### config.mk
export PLATFORM = sky130hd
export DESIGN_NAME = multichannel_energy_monitor
export DESIGN_NICKNAME = d
export VERILOG_FILES = /design/src/rtl/multichannel_energy_monitor.sv
export SDC_FILE = /design/constraint.sdc
export NUM_CORES = 1
export LEC_CHECK = 0
export CAP_MARGIN = 10
export CORE_ASPECT_RATIO = 1.1
export CORE_MARGIN = 2
export CORE_UTILIZATION = 55
export DETAILED_ROUTE_END_ITERATION = 6
export PLACE_DENSITY = 0.78
export SETUP_SLACK_MARGIN = 0.4
export SLEW_MARGIN = 20
export SYNTH_ARGS = -nofsm -noshare
export SYNTH_HDL_FRONTEND = slang
export SYNTH_SLANG_ARGS = --single-unit
### constraint.sdc
create_clock -name clk -period 10.3 [get_ports clk]
set_clock_uncertainty 0.15 [all_clocks]
set_input_delay 1.545 -clock clk [delete_from_list [all_inputs] [get_ports clk]]
set_output_delay 1.545 -clock clk [all_outputs]
set_load 0.02 [all_outputs]
### src/rtl/multichannel_energy_monitor.sv
// multichannel_energy_monitor: block-averages time-multiplexed per-channel samples,
// applies a gain/shift conversion with saturation, streams results on valid/ready,
// and raises per-channel over/under alarms with hysteresis.
// Ports: clk/rst (async active-high); ena + sample_in/sample_ch/sample_valid/sample_ready
// input stream; thr_hi/thr_lo thresholds; out_data/out_ch/out_sat/out_valid/out_ready
// result stream; alarm_over/alarm_under per channel; peak_out/peak_clr peak tracker.
// Optional feature macro: ENERGY_MON_PEAK_EN (peak register; otherwise peak_out = 0).
module multichannel_energy_monitor #(
  parameter int CHANNELS = 4,
  parameter int DATA_W   = 8,
  parameter int AVG_LOG2 = 2,
  parameter int GAIN     = 3,
  parameter int SHIFT    = 1,
  parameter int HYST     = 10,
  localparam int CH_W    = $clog2(CHANNELS)
) (
  input  logic                clk,
  input  logic                rst,
  input  logic                ena,
  input  logic [DATA_W-1:0]   sample_in,
  input  logic [CH_W-1:0]     sample_ch,
  input  logic                sample_valid,
  output logic                sample_ready,
  input  logic [DATA_W-1:0]   thr_hi,
  input  logic [DATA_W-1:0]   thr_lo,
  output logic [DATA_W-1:0]   out_data,
  output logic [CH_W-1:0]     out_ch,
  output logic                out_sat,
  output logic                out_valid,
  input  logic                out_ready,
  output logic [CHANNELS-1:0] alarm_over,
  output logic [CHANNELS-1:0] alarm_under,
  output logic [DATA_W-1:0]   peak_out,
  input  logic                peak_clr
);

  localparam int ACC_W  = DATA_W + AVG_LOG2;
  localparam int CNT_W  = (AVG_LOG2 > 0) ? AVG_LOG2 : 1;
  localparam int PROD_W = DATA_W + 8;
  localparam logic [CNT_W-1:0] CNT_LAST = CNT_W'((1 << AVG_LOG2) - 1);

  typedef enum logic [1:0] {NORMAL, OVER, UNDER} state_t;

  logic [ACC_W-1:0]  acc_q   [CHANNELS];
  logic [ACC_W-1:0]  acc_d   [CHANNELS];
  logic [CNT_W-1:0]  cnt_q   [CHANNELS];
  logic [CNT_W-1:0]  cnt_d   [CHANNELS];
  state_t            state_q [CHANNELS];
  state_t            state_d [CHANNELS];

  logic [DATA_W-1:0] out_data_q, out_data_d;
  logic [CH_W-1:0]   out_ch_q, out_ch_d;
  logic              out_sat_q, out_sat_d;
  logic              out_valid_q, out_valid_d;

  logic [CH_W:0]     ch_ext;
  logic              ch_ok;
  logic              accept;
  logic              complete;
  logic [ACC_W-1:0]  sel_acc;
  logic [CNT_W-1:0]  sel_cnt;
  logic [ACC_W-1:0]  sum;
  logic [DATA_W-1:0] avg;
  logic [PROD_W-1:0] prod;
  logic              sat;
  logic [DATA_W-1:0] res;
  logic [DATA_W:0]   r_plus_h, lo_plus_h, hi_ext, lo_ext, r_ext;

  assign sample_ready = ena & ~rst & ~(out_valid_q & ~out_ready);
  assign accept       = sample_valid & sample_ready;

  // Widen before comparing so non-power-of-two channel counts reject tags >= CHANNELS.
  assign ch_ext = {1'b0, sample_ch};
  assign ch_ok  = (ch_ext < (CH_W+1)'(CHANNELS));

  always_comb begin
    sel_acc = '0;
    sel_cnt = '0;
    for (int c = 0; c < CHANNELS; c++) begin
      if (sample_ch == CH_W'(c)) begin
        sel_acc = acc_q[c];
        sel_cnt = cnt_q[c];
      end
    end
  end

  assign complete = accept & ch_ok & (sel_cnt == CNT_LAST);
  assign sum      = sel_acc + ACC_W'(sample_in);
  assign avg      = DATA_W'(sum >> AVG_LOG2);
  assign prod     = (PROD_W'(avg) * PROD_W'(GAIN)) >> SHIFT;
  assign sat      = |prod[PROD_W-1:DATA_W];
  assign res      = sat ? '1 : prod[DATA_W-1:0];

  // Hysteresis sums carry one extra bit so large thresholds never wrap.
  assign r_ext     = {1'b0, res};
  assign hi_ext    = {1'b0, thr_hi};
  assign lo_ext    = {1'b0, thr_lo};
  assign r_plus_h  = r_ext + (DATA_W+1)'(HYST);
  assign lo_plus_h = lo_ext + (DATA_W+1)'(HYST);

  always_comb begin
    for (int c = 0; c < CHANNELS; c++) begin
      acc_d[c]   = acc_q[c];
      cnt_d[c]   = cnt_q[c];
      state_d[c] = state_q[c];
      if (accept && ch_ok && (sample_ch == CH_W'(c))) begin
        if (complete) begin
          acc_d[c] = '0;
          cnt_d[c] = '0;
        end else begin
          acc_d[c] = sum;
          cnt_d[c] = cnt_q[c] + CNT_W'(1);
        end
      end
      // From an alarm state, crossing the opposite threshold takes priority over
      // returning to NORMAL; otherwise the direct OVER<->UNDER moves could never fire.
      if (complete && (sample_ch == CH_W'(c))) begin
        case (state_q[c])
          NORMAL: begin
            if (r_ext > hi_ext)      state_d[c] = OVER;
            else if (r_ext < lo_ext) state_d[c] = UNDER;
          end
          OVER: begin
            if (r_ext < lo_ext)         state_d[c] = UNDER;
            else if (r_plus_h < hi_ext) state_d[c] = NORMAL;
          end
          UNDER: begin
            if (r_ext > hi_ext)         state_d[c] = OVER;
            else if (r_ext > lo_plus_h) state_d[c] = NORMAL;
          end
          default: state_d[c] = NORMAL;
        endcase
      end
    end
  end

  always_comb begin
    out_data_d  = out_data_q;
    out_ch_d    = out_ch_q;
    out_sat_d   = out_sat_q;
    out_valid_d = out_valid_q;
    if (complete) begin
      out_data_d  = res;
      out_ch_d    = sample_ch;
      out_sat_d   = sat;
      out_valid_d = 1'b1;
    end else if (out_valid_q && out_ready) begin
      out_valid_d = 1'b0;
    end
  end

  always_ff @(posedge clk or posedge rst) begin
    if (rst) begin
      for (int c = 0; c < CHANNELS; c++) begin
        acc_q[c]   <= '0;
        cnt_q[c]   <= '0;
        state_q[c] <= NORMAL;
      end
      out_data_q  <= '0;
      out_ch_q    <= '0;
      out_sat_q   <= 1'b0;
      out_valid_q <= 1'b0;
    end else begin
      for (int c = 0; c < CHANNELS; c++) begin
        acc_q[c]   <= acc_d[c];
        cnt_q[c]   <= cnt_d[c];
        state_q[c] <= state_d[c];
      end
      out_data_q  <= out_data_d;
      out_ch_q    <= out_ch_d;
      out_sat_q   <= out_sat_d;
      out_valid_q <= out_valid_d;
    end
  end

  always_comb begin
    alarm_over  = '0;
    alarm_under = '0;
    for (int c = 0; c < CHANNELS; c++) begin
      alarm_over[c]  = (state_q[c] == OVER);
      alarm_under[c] = (state_q[c] == UNDER);
    end
  end

  assign out_data  = out_data_q;
  assign out_ch    = out_ch_q;
  assign out_sat   = out_sat_q;
  assign out_valid = out_valid_q;

`ifdef ENERGY_MON_PEAK_EN
  logic [DATA_W-1:0] peak_q, peak_d;

  // A load coinciding with a clear restarts the peak at the new result.
  always_comb begin
    peak_d = peak_q;
    if (peak_clr) peak_d = '0;
    if (complete && (peak_clr || (res > peak_q))) peak_d = res;
  end

  always_ff @(posedge clk or posedge rst) begin
    if (rst) peak_q <= '0;
    else     peak_q <= peak_d;
  end

  assign peak_out = peak_q;
`else
  logic unused_peak_clr;
  assign unused_peak_clr = peak_clr;
  assign peak_out        = '0;
`endif

endmodule

# After elaboration in Yosys (flattened, before gate mapping)

Cells that the tools add are included.

Register bits: 68
Output and inout bits: 29
Bits of input ports: 32

Reduce and logical (&&, ||, !) cells: 20
Bitwise operators: 9
$mul: 1
Add/sub/neg operators: 7
$lt $le $gt $ge: 5
Multiplexer cells: 26
Equality and inequality tests: 24

Operator list:

| cell                                                                    | count |
|---|---|
| 10-bit 2-to-1 mux                                                       | 5 |
| 2-bit 2-to-1 mux                                                        | 14 |
| 3-bit by 1-bit inequality test with 1-bit output, second input constant | 8 |
| 2-bit one-hot mux with 3 select lines                                   | 4 |
| 8-bit by 4-bit adder with 9-bit output, second input constant           | 2 |
| 4-bit AND reduction                                                     | 4 |
| 2-bit equality test, second input constant                              | 7 |
| 3-bit inequality test, second input constant                            | 4 |
| 10-bit by 8-bit adder with 10-bit output                                | 1 |
| 2-bit by 1-bit equality test with 1-bit output, second input constant   | 5 |
| 1-bit logical AND                                                       | 10 |
| 2-bit zero test                                                         | 5 |
| 8-bit by 2-bit multiplier with 10-bit output, second input constant     | 1 |
| 8-bit by 9-bit greater-than comparator with 1-bit output                | 1 |
| 9-bit by 8-bit < comparator with 1-bit output                           | 1 |
| 2-bit by 1-bit adder with 2-bit output, second input constant           | 4 |
| 8-bit greater-than comparator                                           | 1 |
| 8-bit < comparator                                                      | 1 |
| 8-bit 2-to-1 mux                                                        | 1 |
| 1-bit bitwise AND                                                       | 6 |
| 2-bit by 3-bit < comparator with 1-bit output, second input constant    | 1 |
| 1-bit inverter                                                          | 3 |
| 1-bit 2-to-1 mux                                                        | 2 |
| 2-bit nonzero test                                                      | 1 |

# Logic depth before layout (Yosys ltp)

Word-level depth: 13
Gate-level depth with buffers: 29
Mapped depth without buffers: 26

# Least setup slack after synthesis

No wires, ideal clock.

Kind: input to register
Start: input sample_ch[1]
End: register state_q[3] in the netlist's numbering
Slack: 2425 ps
Buffers on the path: 4
Stages on the path: 29
Data arrival time: 7656 ps
Setup time: 69 ps
Cells stage by stage: clkbuf_1 > buf_1 > mux4_2 > ha_1 > inv_1 > fa_1 > and2b_1 > o22a_2 > xor2_4 > inv_2 > fa_1 > nor2_1 > o2bb2ai_2 > o21a_2 > o22ai_1 > or2_1 > buf_6 > nand2_1 > ha_1 > nor2b_1 > o21a_1 > o21a_1 > o21a_1 > o21a_1 > o211ai_1 > nand2_1 > clkbuf_1 > or4_1 > nand3_1

Longest elaborated chain between the ends: 12
Elaborated cells between the ends (all ways): 33
Those cells by class: 2 x add/sub; 1 x mul; 5 x order compare; 7 x eq/ne; 13 x mux; 2 x bitwise; 3 x reduce/logical

RTL lines:

| element                                                           | line | RTL |
|---|---|---|
| start: declaration                                                | 21   | `input logic [CH_W-1:0] sample_ch,` |
| 2-bit zero test                                                   | 80   | `if (sample_ch == CH_W'(c)) begin` |
| 10-bit 2-to-1 mux (3 in a row)                                    | 80   |  |
| 10-bit 2-to-1 mux *                                               | 80   |  |
| 10-bit by 8-bit adder with 10-bit output *                        | 88   | `assign sum = sel_acc + ACC_W'(sample_in);` |
| 8-bit by 2-bit multiplier with 10-bit output *                    | 90   | `assign prod = (PROD_W'(avg) * PROD_W'(GAIN)) >> SHIFT;` |
| 8-bit 2-to-1 mux *                                                | 92   | `assign res = sat ? '1 : prod[DATA_W-1:0];` |
| via res[1]                                                        | 66   | `logic [DATA_W-1:0] res;` |
| 8-bit by 4-bit adder with 9-bit output                            | 98   | `assign r_plus_h = r_ext + (DATA_W+1)'(HYST);` |
| 9-bit by 8-bit < comparator with 1-bit output                     | 125  | `else if (r_plus_h < hi_ext) state_d[c] = NORMAL;` |
| 3-bit by 1-bit inequality test with 1-bit output (no source line) | -    |  |
| 4-bit AND reduction (no source line)                              | -    |  |
| end signal: indexed assignment                                    | 167  | `state_q[c] <= state_d[c];` |
| end: declaration                                                  | 48   | `state_t state_q [CHANNELS];` |

The timed path passes the listed nets; every way through them passes the cells marked *.
A chain may end at the register's enable or synchronous reset.

# Worst setup path in the final report

Start: input sample_ch[1]
End: register state_q[7] in the netlist's numbering

The elaborated chain is that of the path after synthesis.

==> impl_metrics.tcl <==
set metrics [dict create \
    status "completed" \
    relSlewSlack 0.3231 \
    finalSetupViolations 0 \
    worst-path-buf-inv 4 \
    drt_iter0_markers 262 \
    post-route-min-period_ns 8.687 \
    cts_max_path_buffers 2 \
    portBuffers 51 \
    synth-edff-count 0 \
    yosysTopAreaCellShare 0.3337 \
    yosysSeqAreaShare 0.3337 \
    cts_buffers 9 \
    max_stage_delay_ns 0.75 \
    min_path_cells 1 \
    synth_seq_cells 68 \
    cts_root_buf "clkbuf_8" \
    final_cell_mix "nand2_1 (77), dfrtp_1 (68), clkdlybuf4s50_1 (51)" \
    cp-startpoint "sample_ch[1]" \
    die_h_um 105.0 \
    grt_pass1_wl_mm 19.44 \
    hp-class "reg2reg" \
    holdBufCountCts 0 \
    path_class "in2reg" \
    clkTransAtPathRegs_ns 0.07 \
    yosysWarningCount 0 \
    first_pass_iters 4 \
    core_area_mm2 0.008919 \
    antenna_left 0 \
    wirelength_mm 11.51 \
    critPathTopFamily "simple AND/OR/NAND/NOR gates" \
    end_kind "register" \
    hold_violations 0 \
    cap_violations 0 \
    rsz0062_at_grt "no" \
    cts.sinks 68 \
    synth_area_leader_cell "dfrtp_1" \
    async_reset_ff_frac 1.000 \
    nets 662 \
    worstSetupStartpointType "input pin" \
    grt_start_max_net_pins 69 \
    io_pins 61 \
    synth_cells 537 \
    synth.distinct_cells 77 \
    cp_slowest_cell "clkdlybuf4s50_1" \
    dieArea_mm2 0.01006 \
    syn_to_final_growth_pct 14.99 \
    overflow 0 \
    routabilityCongestion 0.8442 \
    r2r_cells 25 \
    cp_max_fo 19 \
    diodes 0 \
    clock_latency_ns 0.35 \
    cts_resized 0 \
    worst_pin_slew_ns 1.010 \
    avgRoutedWirePerCell_um 16.42 \
    start_util 0.5718 \
    cts_tree "yes" \
    ys.flop_type "dfrtp_1" \
    post_cts.repair.setup_buffers 0 \
    h-tree-depth 3 \
    r2r_start "acc_q[21]" \
    vias_per_cell 5.864 \
    antenna_found_initial 0 \
    hold_slack_ns 0.3279 \
    syn_avg_cell_area_um2 9.497 \
    path_common_cell "o21a_1" \
    worstPathArrival_ns 8.82 \
    grt_pass1_vias 4114 \
    synth_area_mm2 0.005100 \
    layout-drive-gt1-share 0.1124 \
    num_vias 4111 \
    drc 0 \
    hpwl_mm 8.530 \
    worstHoldStart "cnt_q[3]" \
    synth_area_leaders "dfrtp_1 (33%), ha_1 (11%), nand2_1 (5.7%), o21ai_0 (4.6%), mux4_2 (4.4%)" \
    drv_slew 0 \
    fin_setup_tns_ns 0 \
    reg2reg_slack_ns 3.37 \
    finalCritPeriodShare 0.8434 \
    row_count 36 \
    track_usage 0.2444 \
    final_common_cell "nand2_1" \
    min_to "cnt_q[3]" \
    r2r_end "state_q[7]" \
    cp.required_ns 10.43 \
    dieWidth_um 95.81 \
    max_freq_mhz 115.1 \
]
==> flip-flops by register name, indices dropped and copies added, names as in the netlist <==
signal,flops
out_valid,1
out_sat,1
out_data,8
acc_q,40
state_q,8
cnt_q,8
out_ch,2
==> through the flow <==
step / cell area (µm²) / setup WS [ns] / std cells / util
floorplan: 5126 / 2.425 / 544 / -
global placement: 5650 / 1.468 / 686 / 0.6336
detailed placement: 5650 / 1.288 / 686 / 0.6336
CTS: 5864 / 1.630 / 701 / 0.6575
global route: 5864 / 0.9963 / 701 / 0.6575
finish: 5864 / 1.613 / 701 / 0.6575
==> cells by family after synthesis <==
family                   Yosys count  share of synthesized area
flip-flops                        68                     0.3337
buffers and inverters             60                    0.05618
XOR/XNOR                          26                    0.05765
AND/OR/NAND/NOR                  183                     0.1808
adder cells (fa/ha/maj)           47                     0.1183
multiplexers                      14                    0.05299
other                              1                  0.0007353
AO/OA/AOI/OAI                    138                     0.1997
==> how the worst max path moves through the flow <==
stage	endpoint	cells after the start
global route	state_q[2]	25
detailed placement	state_q[2]	25
finish	state_q[7]	25
CTS	state_q[2]	25
floorplan	state_q[3]	29
global placement	state_q[3]	25
==> worst register-to-register path: stages (launching register included) <==
cell and delay [ns]:
dfrtp_1 0.39, mux4_2 0.50, ha_1 0.34, a21o_1 0.17, a21oi_1 0.17, xor2_1 0.48
inv_1 0.15, ha_1 0.24, inv_1 0.07, fa_1 0.23, nor2_1 0.08, o2bb2ai_2 0.13
o21a_2 0.26, a2111oi_4 0.38, or2_1 0.52, nand2_1 0.31, ha_1 0.37, nor2b_1 0.14
o21a_1 0.16, o21a_1 0.16, o21a_1 0.16, o21a_1 0.16, o211ai_1 0.21, nand2_1 0.28
or4_1 0.57, nand3_1 0.10
==> per-layer routing <==
| metal | GRT usage | up-vias | share of wire | wire length [µm] |
|---|---|---|---|---|
| met5 | 0 | - | 0 | 0 |
| met4 | 0.08469 | 0 | 0.017 | 191 |
| met3 | 0.03749 | 16 | 0.033 | 377 |
| met2 | 0.4121 | 87 | 0.50 | 5780 |
| met1 | 0.3160 | 2003 | 0.45 | 5162 |
| li1 | - | 2005 | - | - |
==> synthesized netlist by cell type, types with 9 or more instances <==
cell	count
o21a_1	9
ha_1	45
nor2_1	27
xnor2_1	15
nand3_1	14
inv_1	31
a21o_1	11
dfrtp_1	68
mux4_2	10
a21oi_1	16
o21ai_0	47
nand2_1	77
nor2b_1	13
clkbuf_1	13
==> layout make-up <==
cell class	count	area, µm²
multi-input combinational	416	3138
fill	734	3054
sequential	68	1702
timing repair buffer	56	548.0
tap	114	142.6
clock buffer	9	123.9
inverter	32	120.1
clock inverter	6	90.09
Power is not shown: default switching activity piles up to over one toggle a cycle in this logic, so the estimate is an artifact.
